[config.mk]
export PLATFORM = sky130hd
export DESIGN_NAME = traffic_phase_ctrl
export DESIGN_NICKNAME = d
export VERILOG_FILES = /design/src/rtl/traffic_phase_ctrl.sv
export SDC_FILE = /design/constraint.sdc
export NUM_CORES = 1
export LEC_CHECK = 0
export ABC_AREA = 1
export BUFFER_PORTS_ARGS = -buffer_cell sky130_fd_sc_hd__buf_2
export CORE_MARGIN = 1
export CORE_UTILIZATION = 54
export CTS_CLUSTER_SIZE = 8
export DETAILED_ROUTE_END_ITERATION = 12
export GPL_TIMING_DRIVEN = 0
export PLACE_DENSITY = 0.83
export SLEW_MARGIN = 10
export SYNTH_ARGS = -nofsm -noshare
export SYNTH_HDL_FRONTEND = slang
export SYNTH_SLANG_ARGS = --single-unit
[constraint.sdc]
create_clock -name clkin -period 2.15 [get_ports clkin]
set_input_delay 0.3225 -clock clkin [delete_from_list [all_inputs] [get_ports clkin]]
set_output_delay 0.3225 -clock clkin [all_outputs]
set_load 0.1 [all_outputs]
[src/rtl/traffic_phase_ctrl.sv]
// rtl/traffic_phase_ctrl.sv - N-phase traffic signal controller with green extension and empty-phase skip
// Advanced by rising edges of the ts strobe; every state lasts its duration in ticks.
module traffic_phase_ctrl #(
  parameter int NUM_PHASES   = 4,
  parameter int GREEN_TICKS  = 3,
  parameter int YELLOW_TICKS = 1,
  parameter int RED_TICKS    = 1,
  parameter int MAX_EXT      = 2,
  parameter int SKIP_EMPTY   = 1,
  parameter int CNT_W        = 8
) (
  input  logic                          clkin,
  input  logic                          reset,
  input  logic                          ts,
  input  logic [NUM_PHASES-1:0]         sensor,
  output logic [1:0]                    state_out,
  output logic [$clog2(NUM_PHASES)-1:0] phase_out,
  output logic                          phase_chg
);

  localparam int PW = $clog2(NUM_PHASES);

  // Terminal counter values; a zero duration behaves as one tick.
  localparam logic [CNT_W-1:0] G_LAST  = CNT_W'((GREEN_TICKS  == 0) ? 0 : GREEN_TICKS  - 1);
  localparam logic [CNT_W-1:0] Y_LAST  = CNT_W'((YELLOW_TICKS == 0) ? 0 : YELLOW_TICKS - 1);
  localparam logic [CNT_W-1:0] R_LAST  = CNT_W'((RED_TICKS    == 0) ? 0 : RED_TICKS    - 1);
  localparam logic [CNT_W-1:0] EXT_MAX = CNT_W'(MAX_EXT);

  typedef enum logic [1:0] {
    S_RED    = 2'b00,
    S_GREEN  = 2'b01,
    S_YELLOW = 2'b10
  } state_t;

  state_t          state_q;
  logic [PW-1:0]   phase_q;
  logic [PW-1:0]   phase_d;
  logic            chg_q;
  logic            ts_q;
  logic [CNT_W-1:0] cnt_q;
  logic [CNT_W-1:0] ext_q;
  logic            tick;

  assign tick = ts & ~ts_q;

  // Next phase: first demanding index after the current one, current last; plain successor otherwise.
  always_comb begin
    int   inc;
    int   idx;
    logic found;
    inc = int'(phase_q) + 1;
    if (inc >= NUM_PHASES) inc = 0;
    phase_d = inc[PW-1:0];
    found   = 1'b0;
    idx     = 0;
    if (SKIP_EMPTY != 0) begin
      for (int i = 1; i <= NUM_PHASES; i++) begin
        idx = int'(phase_q) + i;
        if (idx >= NUM_PHASES) idx = idx - NUM_PHASES;
        if (!found && sensor[idx[PW-1:0]]) begin
          found   = 1'b1;
          phase_d = idx[PW-1:0];
        end
      end
    end
  end

  always_ff @(posedge clkin or posedge reset) begin
    if (reset) begin
      state_q <= S_RED;
      phase_q <= '0;
      chg_q   <= 1'b0;
      cnt_q   <= '0;
      ext_q   <= '0;
      ts_q    <= 1'b1;
    end else begin
      ts_q  <= ts;
      chg_q <= 1'b0;
      if (tick) begin
        case (state_q)
          S_GREEN: begin
            if (cnt_q == G_LAST) begin
              if (sensor[phase_q] && (ext_q < EXT_MAX)) begin
                ext_q <= ext_q + CNT_W'(1);
                cnt_q <= G_LAST;
              end else begin
                state_q <= S_YELLOW;
                cnt_q   <= '0;
              end
            end else begin
              cnt_q <= cnt_q + CNT_W'(1);
            end
          end
          S_YELLOW: begin
            if (cnt_q == Y_LAST) begin
              state_q <= S_RED;
              cnt_q   <= '0;
            end else begin
              cnt_q <= cnt_q + CNT_W'(1);
            end
          end
          S_RED: begin
            if (cnt_q == R_LAST) begin
              state_q <= S_GREEN;
              cnt_q   <= '0;
              ext_q   <= '0;
              phase_q <= phase_d;
              chg_q   <= (phase_d != phase_q);
            end else begin
              cnt_q <= cnt_q + CNT_W'(1);
            end
          end
          default: begin
            state_q <= S_RED;
            cnt_q   <= '0;
          end
        endcase
      end
    end
  end

  assign state_out = state_q;
  assign phase_out = phase_q;
  assign phase_chg = chg_q;

endmodule
Word level (Yosys, flattened, before mapping)
Cells that the tools add are included.
- multiplexer cells: 38
- equality and inequality tests: 9
- add/subtract/negate cells: 10
- $lt $le $gt $ge: 10
- bitwise logic cells: 2
- reduce and logical (&&, ||, !) cells: 14
- operator list (cell ; count):
    $mux W8 ; 5
    $pmux W8 S2 ; 2
    $mux W2 ; 14
    $add A8 B1 Y8 const B ; 2
    $lt A2 B3 Y1 const B ; 5
    $mux W1 ; 11
    $bmux W1 S2 ; 5
    $ne A2 B2 Y1 const B ; 5
    $reduce_and A5 Y1 ; 2
    $ge A3 B3 Y1 const B ; 3
    $eq A8 B2 Y1 const B ; 1
    $logic_not A8 Y1 ; 1
    $lt A8 B2 Y1 const B ; 1
    $sub A2 B1 Y2 const B ; 4
    $add A2 B2 Y3 const B ; 2
    $pmux W2 S3 ; 1
    $add A2 B3 Y4 const B ; 1
    $ge A4 B3 Y1 const B ; 1
    $logic_and A1 B1 Y1 ; 4
    $add A2 B1 Y3 const B ; 1
    $logic_not A1 Y1 ; 3
    $reduce_and A3 Y1 ; 1
    $eq A2 B1 Y1 const B ; 1
    $eq A2 B2 Y1 const B ; 1
    other kinds (6) ; 6
- input port bits: 7
- output and inout port bits: 5
- bits in registers: 22
- logic and storage cells: 89

Depth between registers and ports, before layout
Gate-level depths: netlist of run 1.
- depth in word-level cells: 19
- depth in mapped cells: 15
- depth with buffers taken out: 14

Least setup slack after synthesis of run 1
Ideal clock, no wire load.
- path type: reg-to-reg
- start point: register phase_q[0], in the netlist phase_out[0]
- end point: register chg_q, in the netlist phase_chg
- stages on the path, launching flop included: 13
- data required time: 2.032 ns
- arrival: 2.138 ns
- path slack: -0.105 ns
- clock period less this slack: 2.255 ns
- setup time: 0.118 ns
- buffers on the path: 0
- cell sequence: dfrtp_1 > ha_1 > inv_1 > nand3_1 > nand2_2 > nand2_1 > o21a_1 > nand2_1 > nand2_1 > clkinv_1 > nand2_1 > nand2_1 > nand2_1
- word-level cells in the longest chain between the ends: 19
- elaborated cells on any way between the ends: 42
- those cells by class: add/sub: 8; order compare: 4; eq/ne: 1; mux: 23; reduce/logical: 6
- RTL lines (item ; RTL line ; source):
    start, declared ; 36 ; logic [PW-1:0] phase_q;
    start signal, assigned ; 107 ; phase_q <= phase_d;
    $add A2 B1 Y3 ; 51, 58 ;
    $ge A3 B3 Y1 / $sub A2 B1 Y2 (equally long branches) ; 52, 59 ;
    $mux W2 ; 59 ; if (idx >= NUM_PHASES) idx = idx - NUM_PHASES;
    $bmux W1 S2 ; 60 ; if (!found && sensor[idx[PW-1:0]]) begin
    $mux W1 (not written as such) ; 60 ;
    $mux W1 ; 60 ;
    $logic_not A1 Y1 ; 60 ;
    $logic_and A1 B1 Y1 ; 60 ;
    [3 not listed] ; n/a ;
    $mux W1 ; 60 ;
    $logic_not A1 Y1 ; 60 ;
    $logic_and A1 B1 Y1 ; 60 ;
    $mux W2 ; 60 ;
    $ne A2 B2 Y1 * ; 108 ; chg_q <= (phase_d != phase_q);
    $mux W1 * ; 103 ; if (cnt_q == R_LAST) begin
    $mux W1 * ; 80 ; case (state_q)
    $mux W1 * ; 79 ; if (tick) begin
    end signal, assigned ; 108 ;
    end, declared ; 38 ; logic chg_q;
Mark *: on every way between the ends. The rest lies on a longest branch, timed or not. The select of a mux whose other input is x is not followed.
A chain may end at the register's enable or synchronous reset.

Worst setup path after layout of run 1
Ends and elaborated chain as after synthesis.

==> impl_metrics.yaml, run 1 <==
run_status:
  run_status: "completed"
power_and_ir_drop:
  p_per_area_nw_per_um2: 1420
  leakage_uw: 0.000872
  peakVddDrop_mv: 1.36
  power_uw: 2240
grt:
  grt_max_degree: 23
  grt_overflow: 0
  grt_pass1_vias: 1096
  grt_usage_pct: 22.1
  grt_first_pass_wirelength_um: 4600
  antenna_found_initial: 0
cells_and_area:
  antennaDiodeCount: 0
  nFillCells: 239
  area_delta_synth_final_pct: 9.05
  drive_above_1_share_pct: 24.2
  nets: 228
clock_network:
  cts_root_buf: "clkbuf_4"
  path_clk_slew_ps: 120
  cts_max_level: 1
  post_cts_buffers: 0
  tritoncts: "yes"
  cts_hold_buf: 0
  cts_resized: 0
  clkLatencyLatePin_ps: 310
  clkSinkCount: 22
  numCtsBuffers: 3
  cts_buffer_depth: 2
yosys:
  synth-edff-count: 0
  synthTopCellsByCount: "nand2_1 (48), inv_1 (25), nand3_1 (22)"
  ys_warn_count: 0
  netlist_instances: 200
  ys_seq_area_share_pct: 38.0
  synth_ff_type: "dfrtp_1"
  avgSynthCellArea_um2: 7.26
  synth_async_sr_flop_share_pct: 100
  synth_area_leader_cell: "dfrtp_1"
  synth.most_common_cell: "nand2_1"
  syn_nets: 212
  synth_top_area_share_pct: 36.2
  syn_area_um2: 1450
  yosysUniqueCellTypes: 32
  synth_seq_cells: 22
  synth_area_leaders: "dfrtp_1 (36%), nand2_1 (12%), nand3_1 (7.6%), inv_1 (6.5%), nor2_1 (4.4%)"
sta:
  layout_setup_ws_ps: 346
  maxSlewViolCount: 0
  tightest_slew_ps: 809
  fin_crit_sh_pct: 83.9
  max_freq_mhz: 554
  hold_viol_final: 0
  fin_crit_ps: 1800
  finalSetupViolations: 0
  tns_ps: 0
  rsz0062_at_grt: "false"
  fin_skew_ps: 2.35
  maxSlewHeadroom_pct: 46.0
drt:
  drt-pass1-iter-count: 4
  wirelength_um: 2640
  antenna_left: 0
  drc: 0
  route.vias.total: 1247
  via_per_inst: 5.09
  drt_iter0_markers: 49
  wl_per_cell_um: 10.8
hold_path:
  holdCritPathClass: "in -> reg"
setup_path:
  crit_fanout: 4
  slowest_delay_ps: 430
  worst-path-buf-inv: 2
  crit_family: "simple AND/OR/NAND/NOR gates"
  timing.critical_path.mode_cell: "nand2_1"
  crit_chain: "ha_1 -> inv_1 -> nand3_1 -> nand2_2 -> nand2_1 -> o21a_1 -> nand2_1 -> nand2_1 -> clkinv_1 -> nand2_1 -> nand2_1 -> nand2_1"
  crit_arrival_ps: 2010
  path_class: "reg -> reg"
  start_kind: "flip-flop"
  endpoint_kind: "flip-flop"
  crit_required_ps: 2360
  worst_path_max_delay_cell: "dfrtp_2"
placed_design:
  place.gp.congestion: 0.864
  portBuffers: 11
  post-place-ws_ps: 367
  hpwl_um: 2060
die:
  start_util_pct: 58.1
  die_y_um: 53.8
  rows: 18
  core-area_um2: 2500
  die_w_um: 53.8
  io_pins: 12
  die_area_um2: 2900
job:
  drv_cap: 0
[final timing paths]
| kind | start | to | slack (ps) | cells after the start |
|---|---|---|---|---|
| worst min register to register | ext_q[0] | ext_q[0] | 500 | 1 |
| max in group asynchronous | reset | phase_out[1] | 1450 | 2 |
| worst max-delay path | phase_out[0] | phase_chg | 350 | 12 |
| worst min-delay path | ts | ts_q | 110 | 1 |
| min in group asynchronous | reset | ext_q[1] | 140 | 2 |
| worst max register to register | phase_out[0] | phase_chg | 350 | 12 |
[layout make-up]
type	instances	area (µm²)	share of cell area (%)
well taps	30	37.5	2.37
inverters	37	144	9.09
plain buffers	3	23.8	1.50
repair buffers	11	55.1	3.48
multi-input cells	138	732	46.2
flip-flops and latches	22	554	35.0
clock buffers	4	36.3	2.29
[flip-flops by register name (all words and copies together), names as in the netlist]
signal and cells:
state_out 2, cnt_q 8, phase_out 2, ext_q 8, phase_chg 1, ts_q 1
[metal layers]
layer,global-route usage (%),vias to the layer above,wire (µm)
met5,0,-,0
met1,30.0,556,1300
met4,4.39,0,11
li1,-,661,-
met2,35.0,26,1210
met3,6.50,4,119
[cells in the final DEF (no fill, tap or decap), drive strengths merged]
| master | n |
|---|---|
| ha | 5 |
| clkbuf | 4 |
| clkinv | 1 |
| inv | 36 |
| xor2 | 1 |
| nand2 | 59 |
| o22ai | 1 |
| buf | 14 |
| o21bai | 1 |
| dfrtp | 21 |
| nor2 | 20 |
| o21a | 2 |
| nand3 | 23 |
| a21oi | 7 |
| xnor2 | 1 |
| dfstp | 1 |
| o21ai | 6 |
| nand4 | 5 |
| nor3 | 6 |
| o2111ai | 1 |
[cell families after synthesis]
logic type               share of synthesized area (%)
adder cells (fa/ha/maj)                           4.31
AO/OA/AOI/OAI                                     7.84
buffers and inverters                             11.6
flip-flops                                        38.0
XOR/XNOR                                          1.21
AND/OR/NAND/NOR                                   37.1
[through the flow]
step                std cells  util [%]  hold slack, ps  cell area [µm²]
floorplan                 200         -             311             1450
global placement          241      61.9             439             1550
detailed placement        241      61.9             443             1550
CTS                       245      63.3             100             1580
global route              245      63.3            87.3             1580
finish                    245      63.3             109             1580
[where the power goes]
| part | switching [µW] | internal [µW] | leakage (µW) |
|---|---|---|---|
| logic | 1020 | 397 | 0.000562 |
| clock network | 123 | 103 | 0.0000210 |
| registers | 74.0 | 518 | 0.000289 |
Note: power is estimated with default switching activity, not from simulation.
==> run 2, diff against run 1 <==
- CORE_UTILIZATION: 54 -> 53
- PLACE_DENSITY: 0.83 -> 0.85
- clock period: 2.15 -> 1.6 ns (I/O delays scaled with it)
==> impl_metrics.yaml, run 2 (synthesis results as in run 1) <==
placed_design:
  place.gp.congestion: 0.918
  place_area_um2: 1580
  hpwl_um: 2070
  portBuffers: 11
  dp.cells: 241
die:
  die_w_um: 54.3
  core-area_um2: 2520
  die_y_um: 54.3
  rows: 18
  start_util_pct: 57.5
  die_area_um2: 2950
  io_pins: 12
drt:
  drt_iter0_markers: 24
  antenna_left: 0
  via_per_inst: 5.22
  route.vias.total: 1347
  drt-pass1-iter-count: 4
  wl_per_cell_um: 11.9
  drc: 0
  wirelength_um: 3070
clock_network:
  cts_max_level: 1
  clkLatencyLatePin_ps: 310
  clkSinkCount: 22
  tritoncts: "yes"
  cts_buffer_depth: 2
  path_clk_slew_ps: 130
  numCtsBuffers: 3
  cts_root_buf: "clkbuf_4"
cells_and_area:
  final_area_um2: 1830
  area_delta_synth_final_pct: 25.8
  antennaDiodeCount: 0
  nFillCells: 201
  multi_input_area_um2: 833
  layout.cells.non_filler: 258
  drive_above_1_share_pct: 37.7
  reg_top3: "cnt_q: 8 flops, ext_q: 8 flops"
  final_cell_mix: "nand2_1 (41), inv_1 (21), nand3_1 (18)"
  regArea_um2: 564
  nets: 241
  layout_commonest_cell: "nand2_1"
setup_path:
  worst-path-buf-inv: 1
  start_kind: "flip-flop"
  rrSetupSlack_ps: -120
  crit_chain: "ha_4 -> inv_4 -> nand3_4 -> nand2_4 -> nand2_1 -> nand2_1 -> nand3_1 -> nand2_1 -> nand3_1 -> nand2_1 -> nand2_1 -> nand2_1"
  critical_path.reg2reg.endpoint: "phase_chg"
  worst_path_max_delay_cell: "dfrtp_4"
  path_class: "reg -> reg"
  crit_fanout: 4
  rr_worst_depth: 12
  timing.critical_path.mode_cell: "nand2_1"
  slowest_delay_ps: 530
  crit_required_ps: 1850
  reg2reg_from: "phase_out[1]"
  endpoint_kind: "flip-flop"
  crit_arrival_ps: 1970
  crit_family: "simple AND/OR/NAND/NOR gates"
sta:
  max_freq_mhz: 582
  fin_crit_sh_pct: 107
  finalSetupViolations: 14
  maxSlewViolCount: 0
  maxSlewHeadroom_pct: 45.3
  hold_viol_final: 0
  fin_crit_ps: 1720
  tightest_slew_ps: 819
  layout_setup_ws_ps: -119
  hold_slack_ps: 69.7
  fin_skew_ps: 13.8
  rsz0062_at_grt: "true"
grt:
  grt_usage_pct: 23.0
  antenna_found_initial: 0
  grt_first_pass_wirelength_um: 4930
  grt_overflow: 0
  grt_pass1_vias: 1173
  grt_max_degree: 23
job:
  drv_cap: 0
run_status:
  failed_checks: "setup timing"
  run_status: "finished with violations"
power_and_ir_drop:
  leakage_uw: 0.000961
  peakVddDrop_mv: 1.75
  p_per_area_nw_per_um2: 2010
hold_path:
  holdCritPathClass: "in -> async"
run 2: layout make-up:
type | count | area share [%]
multi-input combinational | 138 | 45.6
inverter | 37 | 8.16
sequential | 22 | 30.9
timing repair buffer | 24 | 8.70
clock inverter | 1 | 1.64
tap | 30 | 2.06
buffer | 3 | 1.64
clock buffer | 3 | 1.23
run 2: stage by stage:
stage	setup slack (ps)	total power (µW)	TNS [ps]	util, %
2_1_floorplan	-143	2500	-563	-
3_3_place_gp	-71.2	2770	-124	62.7
3_5_place_dp	-104	2800	-215	62.7
4_1_cts	-104	3420	-596	67.4
5_1_grt	-235	3980	-2790	72.4
6_report	-119	3680	-883	72.4
run 2: routing by layer:
layer | share of wire [%] | vias up | global-route usage [%]
li1 | - | 688 | -
met1 | 46 | 631 | 29.0
met2 | 51 | 22 | 41.9
met3 | 2.2 | 6 | 3.61
met4 | 1.4 | 0 | 3.42
met5 | 0 | - | 0
run 2: report_power, final:
group	total [µW]	leakage (µW)	switching [µW]	internal (µW)
clock	419	0.0000279	166	253
sequential	831	0.000287	112	719
combinational	2430	0.000645	1620	810
total	3680	0.000961	1890	1780
run 2: repair_timing:
item | 4_1_cts | 5_1_grt
hold buffers | 0 | 1
gates resized for setup | 8 | 19
setup endpoints to repair | 13 | 18
pin swaps | 7 | 14
endpoints found under the hold margin | 0 | 1
buffers inserted | 6 | 6
run 2: worst register-to-register path, cell delays in order, from the launching register on:
cell	delay, ps
dfrtp_4	530
ha_4	270
inv_4	80
nand3_4	70
nand2_4	90
nand2_1	70
nand2_1	70
nand3_1	90
nand2_1	110
nand3_1	90
nand2_1	80
nand2_1	50
nand2_1	70
run 2: worst max-delay path by stage:
stage / from / endpoint / slack, ps / cells after the start
2_1_floorplan: phase_out[1] / phase_chg / -140 / 12
3_3_place_gp: phase_out[0] / phase_chg / -70 / 14
3_5_place_dp: phase_out[1] / phase_chg / -100 / 12
4_1_cts: phase_out[0] / phase_chg / -100 / 12
5_1_grt: phase_out[0] / phase_chg / -230 / 14
6_report: phase_out[1] / phase_chg / -120 / 12
==> run 3, diff against run 2 <==
- PLACE_DENSITY: 0.85 -> default
- PLACE_DENSITY_LB_ADDON: default -> 0.1
==> impl_metrics.yaml, run 3 (synthesis results as in run 1) <==
die:
  core-area_um2: 2520
  rows: 18
  die_area_um2: 2950
  io_pins: 12
  die_w_um: 54.3
  start_util_pct: 57.5
  die_y_um: 54.3
drt:
  drc: 0
  wirelength_um: 3590
  route.vias.total: 1395
  wl_per_cell_um: 13.9
  antenna_left: 0
  drt-pass1-iter-count: 4
  drt_iter0_markers: 33
  via_per_inst: 5.41
setup_path:
  startpoint: "phase_out[1]"
  crit_fanout: 4
  endpoint_kind: "flip-flop"
  start_kind: "flip-flop"
  path_class: "reg -> reg"
  crit_required_ps: 1810
  reg2reg_from: "phase_out[1]"
  crit_arrival_ps: 1930
hold_path:
  holdCritPathClass: "in -> reg"
  hp-start: "ts"
placed_design:
  place.gp.congestion: 0.843
  dp.cells: 241
  portBuffers: 11
  hpwl_um: 2310
cells_and_area:
  final_cell_mix: "nand2_1 (39), inv_1 (20), nand3_1 (18)"
  drive_above_1_share_pct: 41.7
  reg_top3: "cnt_q: 8 flops, ext_q: 8 flops"
  layout.cells.non_filler: 258
  antennaDiodeCount: 0
  layout_commonest_cell: "nand2_1"
  nets: 241
  area_delta_synth_final_pct: 29.5
clock_network:
  clkLatencyLatePin_ps: 310
  clkSinkCount: 22
  cts_root_buf: "clkbuf_4"
  tritoncts: "yes"
  numCtsBuffers: 3
  path_clk_slew_ps: 130
  cts_max_level: 1
  cts_hold_buf: 0
  cts_buffer_depth: 2
grt:
  grt_first_pass_wirelength_um: 5260
  grt_pass1_vias: 1241
  grt_overflow: 0
  antenna_found_initial: 0
  grt_max_degree: 23
  grt_usage_pct: 25.0
power_and_ir_drop:
  p_per_area_nw_per_um2: 2050
  leakage_uw: 0.000977
  peakVddDrop_mv: 1.70
sta:
  fin_crit_sh_pct: 107
  layout_setup_ws_ps: -114
  maxSlewHeadroom_pct: 43.8
  hold_slack_ps: 18.5
  hold_viol_final: 0
  finalSetupViolations: 14
  maxSlewViolCount: 0
  fin_skew_ps: 12.1
  fin_crit_ps: 1710
  max_freq_mhz: 584
  tightest_slew_ps: 842
  rsz0062_at_grt: "true"
run_status:
  run_status: "finished with violations"
  failed_checks: "setup timing"
job:
  drv_cap: 0
run 3: cell count changes in the layout (fill, tap and decap cells not counted), moves of 2 or more:
cell / previous run / this run
nor2_4: 1 / 4
buf_6: 1 / 3
o21ai_0: 3 / 1
nand2_1: 41 / 39
inv_4: 1 / 3
nand2_4: 5 / 7
nor2_1: 15 / 12
nor3_1: 5 / 2
nor3_2: 1 / 4
run 3: worst paths after layout:
path | slack, ps | cells after the start | to
setup / recovery | -110 | 12 | phase_chg
hold / removal | 20 | 1 | ts_q
setup reg to reg | -110 | 12 | phase_chg
hold reg to reg | 510 | 2 | ext_q[4]
max in group asynchronous | 900 | 2 | phase_out[0]
min in group asynchronous | 70 | 2 | cnt_q[2]
run 3: where the power goes:
group	total, µW	internal [µW]	switching [µW]
Combinational	2730	949	1780
Sequential	850	719	131
Clock	269	97.4	172
Total	3850	1770	2080
run 3: what timing repair did:
action                     in CTS  in global routing
resized for setup               9                 40
pin swaps                       5                 18
setup endpoints to repair      13                 20
setup buffers                   5                  8
hold endpoints to repair        0                  0
gates cloned                    0                  0
run 3: area by class of cell:
class	instances	area, µm²
Fill cell	191	643
Buffer	3	33.8
Clock buffer	4	26.3
Sequential cell	22	564
Inverter	37	154
Multi-Input combinational cell	138	903
Tap cell	30	37.5
Timing Repair Buffer	24	160
run 3: per-stage QoR:
stage	total power [µW]	TNS, ps	setup slack, ps	cell area [µm²]	utilization, %
after floorplan	2500	-563	-143	1490	-
after global placement	2760	-104	-58.7	1580	62.7
after detailed placement	2830	-437	-123	1580	62.7
after CTS	3290	-181	-102	1670	66.3
after global routing	4110	-1950	-224	1880	74.5
final	3850	-583	-114	1880	74.5
run 3: layer usage:
layer | global-route usage, % | vias to the layer above | share of wire (%)
met3 | 3.33 | 12 | 2.8
met4 | 8.12 | 0 | 2.8
met2 | 42.9 | 29 | 51
met1 | 32.1 | 669 | 44
met5 | 0 | - | 0
li1 | - | 685 | -
run 3: critical path, cell delays in order, from the launching register on:
cell and delay (ps):
dfrtp_4 520, ha_4 270, inv_4 80, nand3_4 70, nand2_4 90, nand2_2 70
o21a_1 190, nand2_1 90, nand2_1 60, clkinv_1 40, nand2_1 40, nand2_1 50
nand2_1 60
